`src/rtl/writeback_arbiter.sv`:
```
// writeback_arbiter
//   Final writeback stage ahead of the register file. Merges the in-order
//   pipeline result and out-of-order multi-cycle (mul/div) results onto the
//   register file's single synchronous write port. Multi-cycle results wait
//   in a small FIFO. A per-register busy scoreboard is kept for decode. A
//   stall request is raised when continuous pipeline writes starve the FIFO.
//
// Ports
//   clk, rst_n                       clock, asynchronous active-low reset
//   pipe_wb_valid/sel/data           pipeline result for this cycle
//   mc_issue_valid/sel               multi-cycle issue, reserves destination
//   mc_result_valid/sel/data         multi-cycle result offer
//   mc_result_ready                  FIFO can accept this cycle
//   busy_mask                        per-register pending multi-cycle write
//   stall_req                        pipeline must hold its writeback
//   rf_write_en/sel/data             registered register-file write port
module writeback_arbiter #(
  parameter int NUM_REGS     = 16,
  parameter int SEL_WIDTH    = 4,
  parameter int DATA_WIDTH   = 32,
  parameter int BUF_DEPTH    = 2,
  parameter int STARVE_LIMIT = 4
) (
  input  logic                  clk,
  input  logic                  rst_n,
  input  logic                  pipe_wb_valid,
  input  logic [SEL_WIDTH-1:0]  pipe_wb_sel,
  input  logic [DATA_WIDTH-1:0] pipe_wb_data,
  input  logic                  mc_issue_valid,
  input  logic [SEL_WIDTH-1:0]  mc_issue_sel,
  input  logic                  mc_result_valid,
  input  logic [SEL_WIDTH-1:0]  mc_result_sel,
  input  logic [DATA_WIDTH-1:0] mc_result_data,
  output logic                  mc_result_ready,
  output logic [NUM_REGS-1:0]   busy_mask,
  output logic                  stall_req,
  output logic                  rf_write_en,
  output logic [SEL_WIDTH-1:0]  rf_write_sel,
  output logic [DATA_WIDTH-1:0] rf_write_data
);

  localparam int PTR_W = $clog2(BUF_DEPTH);
  localparam int CNT_W = $clog2(STARVE_LIMIT + 1);
  localparam logic [PTR_W:0]   FULL_COUNT = (PTR_W + 1)'(BUF_DEPTH);
  localparam logic [CNT_W-1:0] STARVE_MAX = CNT_W'(STARVE_LIMIT);

  logic [SEL_WIDTH-1:0]  sel_mem  [BUF_DEPTH];
  logic [DATA_WIDTH-1:0] data_mem [BUF_DEPTH];
  logic [PTR_W-1:0]      head;
  logic [PTR_W-1:0]      tail;
  logic [PTR_W:0]        count;
  logic [CNT_W-1:0]      starve_cnt;
  logic [CNT_W-1:0]      starve_next;

  logic                  fifo_empty;
  logic                  pipe_eff;
  logic                  pop;
  logic                  push;
  logic [SEL_WIDTH-1:0]  head_sel;
  logic [DATA_WIDTH-1:0] head_data;
  logic [NUM_REGS-1:0]   set_vec;
  logic [NUM_REGS-1:0]   clr_vec;

  assign fifo_empty = (count == '0);
  assign head_sel   = sel_mem[head];
  assign head_data  = data_mem[head];

  // Ready looks only at the current occupancy; a pop in the same cycle does
  // not open a slot early. Held low while in reset.
  assign mc_result_ready = rst_n && (count != FULL_COUNT);

  // A write to register 0 never occupies the port, and while stalled the
  // pipeline input is ignored so the FIFO drains.
  assign pipe_eff = pipe_wb_valid && (pipe_wb_sel != '0) && !stall_req;
  assign pop      = !pipe_eff && !fifo_empty;
  // Results for register 0 complete the handshake but are dropped.
  assign push     = mc_result_valid && mc_result_ready && (mc_result_sel != '0);

  always_comb begin
    starve_next = starve_cnt;
    if (pop || fifo_empty) begin
      starve_next = '0;
    end else if (starve_cnt != STARVE_MAX) begin
      starve_next = starve_cnt + CNT_W'(1);
    end
  end

  // Scoreboard edits: clearing is applied first so a same-cycle issue wins.
  always_comb begin
    set_vec = '0;
    clr_vec = '0;
    if (mc_issue_valid && (mc_issue_sel != '0)) begin
      set_vec[mc_issue_sel] = 1'b1;
    end
    if (pop) begin
      clr_vec[head_sel] = 1'b1;
    end
  end

  // FIFO storage needs no reset; validity is tracked by count.
  always_ff @(posedge clk) begin
    if (push) begin
      sel_mem[tail]  <= mc_result_sel;
      data_mem[tail] <= mc_result_data;
    end
  end

  always_ff @(posedge clk or negedge rst_n) begin
    if (!rst_n) begin
      head          <= '0;
      tail          <= '0;
      count         <= '0;
      starve_cnt    <= '0;
      stall_req     <= 1'b0;
      busy_mask     <= '0;
      rf_write_en   <= 1'b0;
      rf_write_sel  <= '0;
      rf_write_data <= '0;
    end else begin
      if (push) begin
        tail <= tail + PTR_W'(1);
      end
      if (pop) begin
        head <= head + PTR_W'(1);
      end
      if (push && !pop) begin
        count <= count + (PTR_W + 1)'(1);
      end else if (pop && !push) begin
        count <= count - (PTR_W + 1)'(1);
      end

      starve_cnt <= starve_next;
      // Set when starvation hits the limit; released once the FIFO has been
      // observed empty, i.e. the edge after the last pop.
      if (starve_next == STARVE_MAX) begin
        stall_req <= 1'b1;
      end else if (stall_req && fifo_empty) begin
        stall_req <= 1'b0;
      end

      busy_mask <= (busy_mask & ~clr_vec) | set_vec;

      // Without a source the enable drops while sel/data keep their value.
      rf_write_en <= pipe_eff || pop;
      if (pipe_eff) begin
        rf_write_sel  <= pipe_wb_sel;
        rf_write_data <= pipe_wb_data;
      end else if (pop) begin
        rf_write_sel  <= head_sel;
        rf_write_data <= head_data;
      end
    end
  end

endmodule

```
`config.mk`:
```
export PLATFORM = sky130hd
export DESIGN_NAME = writeback_arbiter
export DESIGN_NICKNAME = d
export VERILOG_FILES = /design/src/rtl/writeback_arbiter.sv
export SDC_FILE = /design/constraint.sdc
export NUM_CORES = 1
export LEC_CHECK = 0
export ABC_AREA = 1
export BUFFER_PORTS_ARGS = -buffer_cell sky130_fd_sc_hd__buf_2
export CAP_MARGIN = 5
export CORE_ASPECT_RATIO = 2
export CORE_MARGIN = 1
export CORE_UTILIZATION = 43
export CTS_CLUSTER_DIAMETER = 100
export CTS_CLUSTER_SIZE = 30
export DETAILED_ROUTE_END_ITERATION = 7
export PLACE_DENSITY = 0.65
export SETUP_SLACK_MARGIN = 0.3
export SYNTH_ARGS = -nofsm -noshare
export SYNTH_HDL_FRONTEND = slang
export SYNTH_SLANG_ARGS = --single-unit
```
`constraint.sdc`:
```
create_clock -name clk -period 4.5 [get_ports clk]
set_clock_uncertainty 0.1 [all_clocks]
set_input_delay 0.9 -clock clk [delete_from_list [all_inputs] [get_ports clk]]
set_output_delay 0.9 -clock clk [all_outputs]
set_load 0.05 [all_outputs]
```
== Word-level counts from Yosys, hierarchy flattened ==
Memories as Yosys holds them, arrays and structs flattened.
Cells that the tools add are included.

* Add/sub/neg operators: 5
* Bitwise operators: 3
* Reductions and logical operators: 26
* Muxes and demuxes: 18
* $lt $le $gt $ge: 4
* Equality and inequality tests: 3

{| class="wikitable"
|+ Operators with widths
! cell !! number
|-
| $mux 32 || 2
|-
| $mux 16 || 2
|-
| $and 16x16->16 || 1
|-
| $not 16->16 || 1
|-
| $or 16x16->16 || 1
|-
| $logic_and 1x1->1 || 12
|-
| $reduce_bool 4->1 || 3
|-
| $lt 4x5->1 const B || 2
|-
| $demux 1 s4 || 2
|-
| $ge 4x1->1 const B || 2
|-
| $mux 4 || 2
|-
| $mux 1 || 6
|-
| $mux 3 || 2
|-
| $reduce_bool 2->1 || 3
|-
| $logic_not 1->1 || 5
|-
| $mux 2 || 2
|-
| $add 3x1->3 const B || 1
|-
| $eq 3x3->1 const B || 1
|-
| $ne 3x3->1 const B || 1
|-
| $add 1x1->1 const B || 2
|-
| $add 2x1->2 const B || 1
|-
| $logic_not 2->1 || 1
|-
| $logic_or 1x1->1 || 2
|-
| $ne 2x2->1 const B || 1
|-
| $sub 2x1->2 const B || 1
|}

* Bits in writable memories: 72
* Memories kept: 2
* Input port bits: 81
* Bits in registers: 61

{| class="wikitable"
|+ Memories
! memory !! words !! bits a word !! read ports !! clocked after memory_dff !! wr ports !! line !! source
|-
| data_mem || 2 || 32 || 1 || 0 || 1 || 48 || <nowiki>logic [DATA_WIDTH-1:0] data_mem [BUF_DEPTH];</nowiki>
|-
| sel_mem || 2 || 4 || 1 || 0 || 1 || 47 || <nowiki>logic [SEL_WIDTH-1:0] sel_mem [BUF_DEPTH];</nowiki>
|}

== Logic depth before layout (Yosys ltp) ==
* Depth in word-level cells: 9
* Gate-level depth with buffers: 9
* Mapped depth without buffers: 8

== Least setup slack after synthesis ==
OpenSTA, ideal clock, no wires.

* Path type: input-to-reg
* Start point: input port rst_n
* End point: memory data_mem[1][0] (enable)
* Slack: 0.753 ns
* Arrival: 3.216 ns
* Stages on the path: 3
* Required time: 3.969 ns
* Path through: a21boi_2 -> nand3_1 -> nor2_1

* Cells in the longest elaborated chain, start to end: 5

{| class="wikitable"
|+ Ends and longest elaborated chain
! item !! line !! source
|-
| from (decl) || 25 || <nowiki>input logic rst_n,</nowiki>
|-
| $logic_and 1x1->1 || 70 || <nowiki>assign mc_result_ready = rst_n && (count != FULL_COUNT);</nowiki>
|-
| $logic_and 1x1->1 (2 in a row) || 77 || <nowiki>assign push = mc_result_valid && mc_result_ready && (mc_result_sel != '0);</nowiki>
|-
| $mux 1 || 102 || <nowiki>if (push) begin</nowiki>
|-
| $mux 1 (not written as such) || 104 || <nowiki>data_mem[tail] <= mc_result_data;</nowiki>
|-
| to (decl) || 48 ||
|}

No other way between the ends.

== Worst setup path in the final report ==
* Start point: input port pipe_wb_sel[3]
* End point: register count[1]

* Cells in the longest elaborated chain, start to end: 8
* Elaborated cells on any way between the ends: 10
* Classes of those cells: mux (1); reduce/logical (9)

{| class="wikitable"
|+ Ends and longest elaborated chain
! item !! line !! source
|-
| from (decl) || 27 || <nowiki>input logic [SEL_WIDTH-1:0] pipe_wb_sel,</nowiki>
|-
| $reduce_bool 4->1 * || 74 || <nowiki>assign pipe_eff = pipe_wb_valid && (pipe_wb_sel != '0) && !stall_req;</nowiki>
|-
| $logic_and 1x1->1 * (2 in a row) || 74 ||
|-
| $logic_not 1->1 * || 75 || <nowiki>assign pop = !pipe_eff && !fifo_empty;</nowiki>
|-
| $logic_and 1x1->1 * || 75 ||
|-
| $logic_not 1->1 || 126 || <nowiki>if (push && !pop) begin</nowiki>
|-
| $logic_and 1x1->1 || 126 ||
|-
| $mux 2 or $reduce_bool 2->1 (tied branches) || - ||
|-
| to (signal assigned) || 127 || <nowiki>count <= count + (PTR_W + 1)'(1);</nowiki>
|-
| to (signal assigned) || 129 || <nowiki>count <= count - (PTR_W + 1)'(1);</nowiki>
|-
| to (decl) || 51 || <nowiki>logic [PTR_W:0] count;</nowiki>
|}

Every way passes the cells marked *; elsewhere a longest branch is shown, timed or not.
A chain may end at the register's enable or synchronous reset.

==> results.sh <==
export IMPL_outcome="finished clean"
export IMPL_numClockSinks=133
export IMPL_root_buffer="sky130_fd_sc_hd__clkbuf_16"
export IMPL_netlist_area_um2=5733
export IMPL_fp_coreArea_um2=12990
export IMPL_fillerInstances=1176
export IMPL_cts_hold_buffers=0
export IMPL_synthesized_netlist_cell_count=582
export IMPL_worstSetupStartpointType="input pin"
export IMPL_dieHeight_um=165.3
export IMPL_mappedNetlistNets=666
export IMPL_design_power_total_mw=5.154
export IMPL_reg_clk_slew_reported_paths_ps=50
export IMPL_r2r_slack_ps=2030
export IMPL_most_repeated_library_cell_on_the_critical_path="sky130_fd_sc_hd__nand2_4"
export IMPL_multi_input_combinational_cell_area_um2=1778
export IMPL_hold_vio_cnt_final=0
export IMPL_timing_rr_end="count[1]$_DFFE_PN0P_"
export IMPL_std_cell_rows=59
export IMPL_final_period_minus_worst_setup_slack_ps=2872
export IMPL_worstHoldEndpoint="busy_mask[14]$_DFF_PN0_"
export IMPL_initialDrtViolationCount=199
export IMPL_drt_pre_antenna_iters=4
export IMPL_timing_critical_path_required_ps=4680
export IMPL_clock_fmax_ghz=0.3481
export IMPL_final_layout_size_suffix_gt1_frac=0.2628
export IMPL_hold_crit_class="flip-flop to flip-flop"
export IMPL_start_point_of_the_worst_min_delay_path="busy_mask[14]$_DFF_PN0_"
export IMPL_wl_per_cell_um=15.74
export IMPL_postSynthAreaPerCell_um2=9.851
export IMPL_clock_latency_ps=410
export IMPL_critical_path_class="input pin to flip-flop"
export IMPL_netlist_cell_type_count=25
export IMPL_fp_dieArea_um2=13830
export IMPL_avgViaCountPerCell=5.080
export IMPL_critPathSlowestCell="sky130_fd_sc_hd__nand2_4"
export IMPL_maxSlewHeadroom=0.2670
export IMPL_period_share=0.6383
export IMPL_detailedPlacementHpwl_um=9485
export IMPL_ctsLongestPathBuffers=2
export IMPL_grt_pass1_vias=4573
export IMPL_number_of_flip_flops_and_latches_in_the_synthesized_netlist=133
export IMPL_initial_core_util=0.4413
export IMPL_num_antenna_cells=0
export IMPL_htreeDepth=4
export IMPL_drtAntennaViolNets=0
export IMPL_place_worst_setup_slack_ps=1201
export IMPL_finalSetupViolCount=0
export IMPL_post_cts_repair_setup_buffers=0
export IMPL_floorplan_io_pins=136
export IMPL_overflow=0
export IMPL_grt_antenna_before_repair=0
export IMPL_worst_r2r_cell_count=7
export IMPL_worstSetupEndpointType="flip-flop"
export IMPL_synth_seq_area_share=0.6434
export IMPL_gp_congestion=0.8193
export IMPL_max_slew_worst_pin_slew_ps=1097
export IMPL_flow_area_growth_from_synthesis_pct=22.37
export IMPL_endpoint_arrival_time_on_the_critical_path_ps=3050
export IMPL_max_vdd_ir_drop_mv=0.6061
export IMPL_max_cap_violations=0
export IMPL_tritoncts_clock_tree="done"
export IMPL_leakagePower_nw=3.280
export IMPL_global_route_usage_total=0.2105
export IMPL_fin_setup_tns_ps=0
export IMPL_detail_route_drc_violations=0
export IMPL_grt_first_pass_wirelength_um=22080
export IMPL_slew_violations=0
export IMPL_synth_top_cells_by_area="sky130_fd_sc_hd__edfxtp_1, sky130_fd_sc_hd__dfrtp_1, sky130_fd_sc_hd__nand2_1"
export IMPL_num_vias=4445
export IMPL_cts_repair_resize_count=0
export IMPL_timing_hold_worst_path_depth=2
export IMPL_synth_warnings=0
export IMPL_crit_path_cell_trace="buf_2, nor2_1, nand2_2, nand2_4, nand2_4, ha_1, a21oi_1, o21ai_0, xnor2_1"
export IMPL_routed_wl_um=13770
export IMPL_post_synth_top_area_fraction=0.3771
export IMPL_crit_path_max_incr_delay_ps=560
export IMPL_rsz0062_at_grt="no"
export IMPL_power_per_cell_area_nw_per_um2=734.6
export IMPL_sequential_cell_area_um2=3689
export IMPL_port_buffers=135
export IMPL_net_count_of_the_finished_layout=794
export IMPL_rr_startpoint="count[1]$_DFFE_PN0P_"
export IMPL_synthDominantAreaCellType="sky130_fd_sc_hd__edfxtp_1"
export IMPL_biggest_fanout_along_the_worst_timing_path=39
export IMPL_final_setup_worst_slack_ps=1628
export IMPL_die_x_um=83.65
export IMPL_cts_buffers=17
export IMPL_pin_count_of_the_biggest_net_entering_global_routing=62
## critical path: cells and delay by family
| family | cells | cell delay (ps) |
|---|---|---|
| AOI/OAI and AO/OA | 2 | 290 |
| xor gates and xnor gates | 1 | 160 |
| and+or+nand+nor | 4 | 1230 |
| buffers and inverters | 1 | 110 |
| adders and majority gates | 1 | 350 |
## routing by layer
layer  wire length (um)  up-vias  global-route usage
li1                   -     2174                   -
met1               4990     2112              0.2147
met2               7824      129              0.3925
met3                496       30             0.05268
met4                461        0              0.1086
met5                  0        -                   0
## placed cells by master, fill, tap and decap left out, types with 2 or more instances in the layout
master	netlist	final
sky130_fd_sc_hd__clkinv_4	0	3
sky130_fd_sc_hd__nor2_4	0	4
sky130_fd_sc_hd__nand3_1	118	118
sky130_fd_sc_hd__nand2_4	2	2
sky130_fd_sc_hd__clkinvlp_4	0	3
sky130_fd_sc_hd__clkinv_2	0	3
sky130_fd_sc_hd__nand2_2	13	13
sky130_fd_sc_hd__clkbuf_16	0	18
sky130_fd_sc_hd__nor2_1	33	31
sky130_fd_sc_hd__inv_2	2	2
sky130_fd_sc_hd__xnor2_1	2	2
sky130_fd_sc_hd__ha_1	3	3
sky130_fd_sc_hd__nand2_1	212	212
sky130_fd_sc_hd__nand4_1	2	2
sky130_fd_sc_hd__xor2_1	2	2
sky130_fd_sc_hd__inv_1	22	22
sky130_fd_sc_hd__edfxtp_1	72	72
sky130_fd_sc_hd__dfrtp_1	61	61
sky130_fd_sc_hd__buf_4	5	3
sky130_fd_sc_hd__buf_2	12	135
sky130_fd_sc_hd__clkbuf_1	5	3
## Yosys cell counts (all sizes together)
library cell  count
a21oi             1
edfxtp           72
xor2              2
ha                3
o21ai             1
nand4             2
inv              25
nor2             35
and3              1
a21boi            2
nand2           227
clkbuf            5
buf              24
nand3           118
dfrtp            61
a31oi             1
xnor2             2
## area by class of cell
class,instances,share of cell area
flip-flops and latches,133,0.5258
multi-input cells,395,0.2534
repair buffers,138,0.09952
clock buffers,21,0.06581
well taps,152,0.02711
clock inverters,11,0.01462
inverters,25,0.01373
## power by group
group          internal (mW)  total (mW)  switching [mW]
sequential              1.62        1.81           0.183
clock                  0.793        1.30           0.506
combinational          0.454        2.05            1.59
total                   2.87        5.15            2.28
## per-stage QoR
step,utilization,cells,instance area [um^2],hold slack [ps]
floorplan,-,582,5733,385.9
global placement,0.4965,843,6451,354.0
global route,0.5400,875,7015,393.1
detailed placement,0.4965,843,6451,357.5
finish,0.5400,875,7015,368.8
CTS,0.5400,875,7015,372.1
## sequential cells by signal, indices dropped and copies added, names as in the netlist
register	cells
stall_req	1
sel_mem	8
rf_write_en	1
busy_mask	16
count	2
starve_cnt	3
tail	1
data_mem	64
head	1
rf_write_data	32
rf_write_sel	4
## kinds of logic (layout without fill, tap and decap cells)
logic type / after synthesis / after routing / synth area share
AOI/OAI and AO/OA: 5 / 5 / 0.006110
xor gates and xnor gates: 4 / 4 / 0.006112
adders and majority gates: 3 / 3 / 0.006548
buffers and inverters: 54 / 195 / 0.05085
DFF: 133 / 133 / 0.6434
and+or+nand+nor: 383 / 383 / 0.2870
## worst max path at each step
| stage | from | endpoint | slack (ps) | cells after the start |
|---|---|---|---|---|
| after floorplan | rst_n | data_mem[1][0]$_DFFE_PP_ | 750 | 3 |
| after CTS | pipe_wb_sel[3] | count[1]$_DFFE_PN0P_ | 1630 | 9 |
| after detailed placement | pipe_wb_sel[3] | count[1]$_DFFE_PN0P_ | 1200 | 9 |
| final | pipe_wb_sel[3] | count[1]$_DFFE_PN0P_ | 1630 | 9 |
| after global placement | pipe_wb_sel[3] | count[1]$_DFFE_PN0P_ | 1380 | 9 |
| after global routing | pipe_wb_sel[3] | count[1]$_DFFE_PN0P_ | 1490 | 9 |
Note: power is estimated with default switching activity, not from simulation.
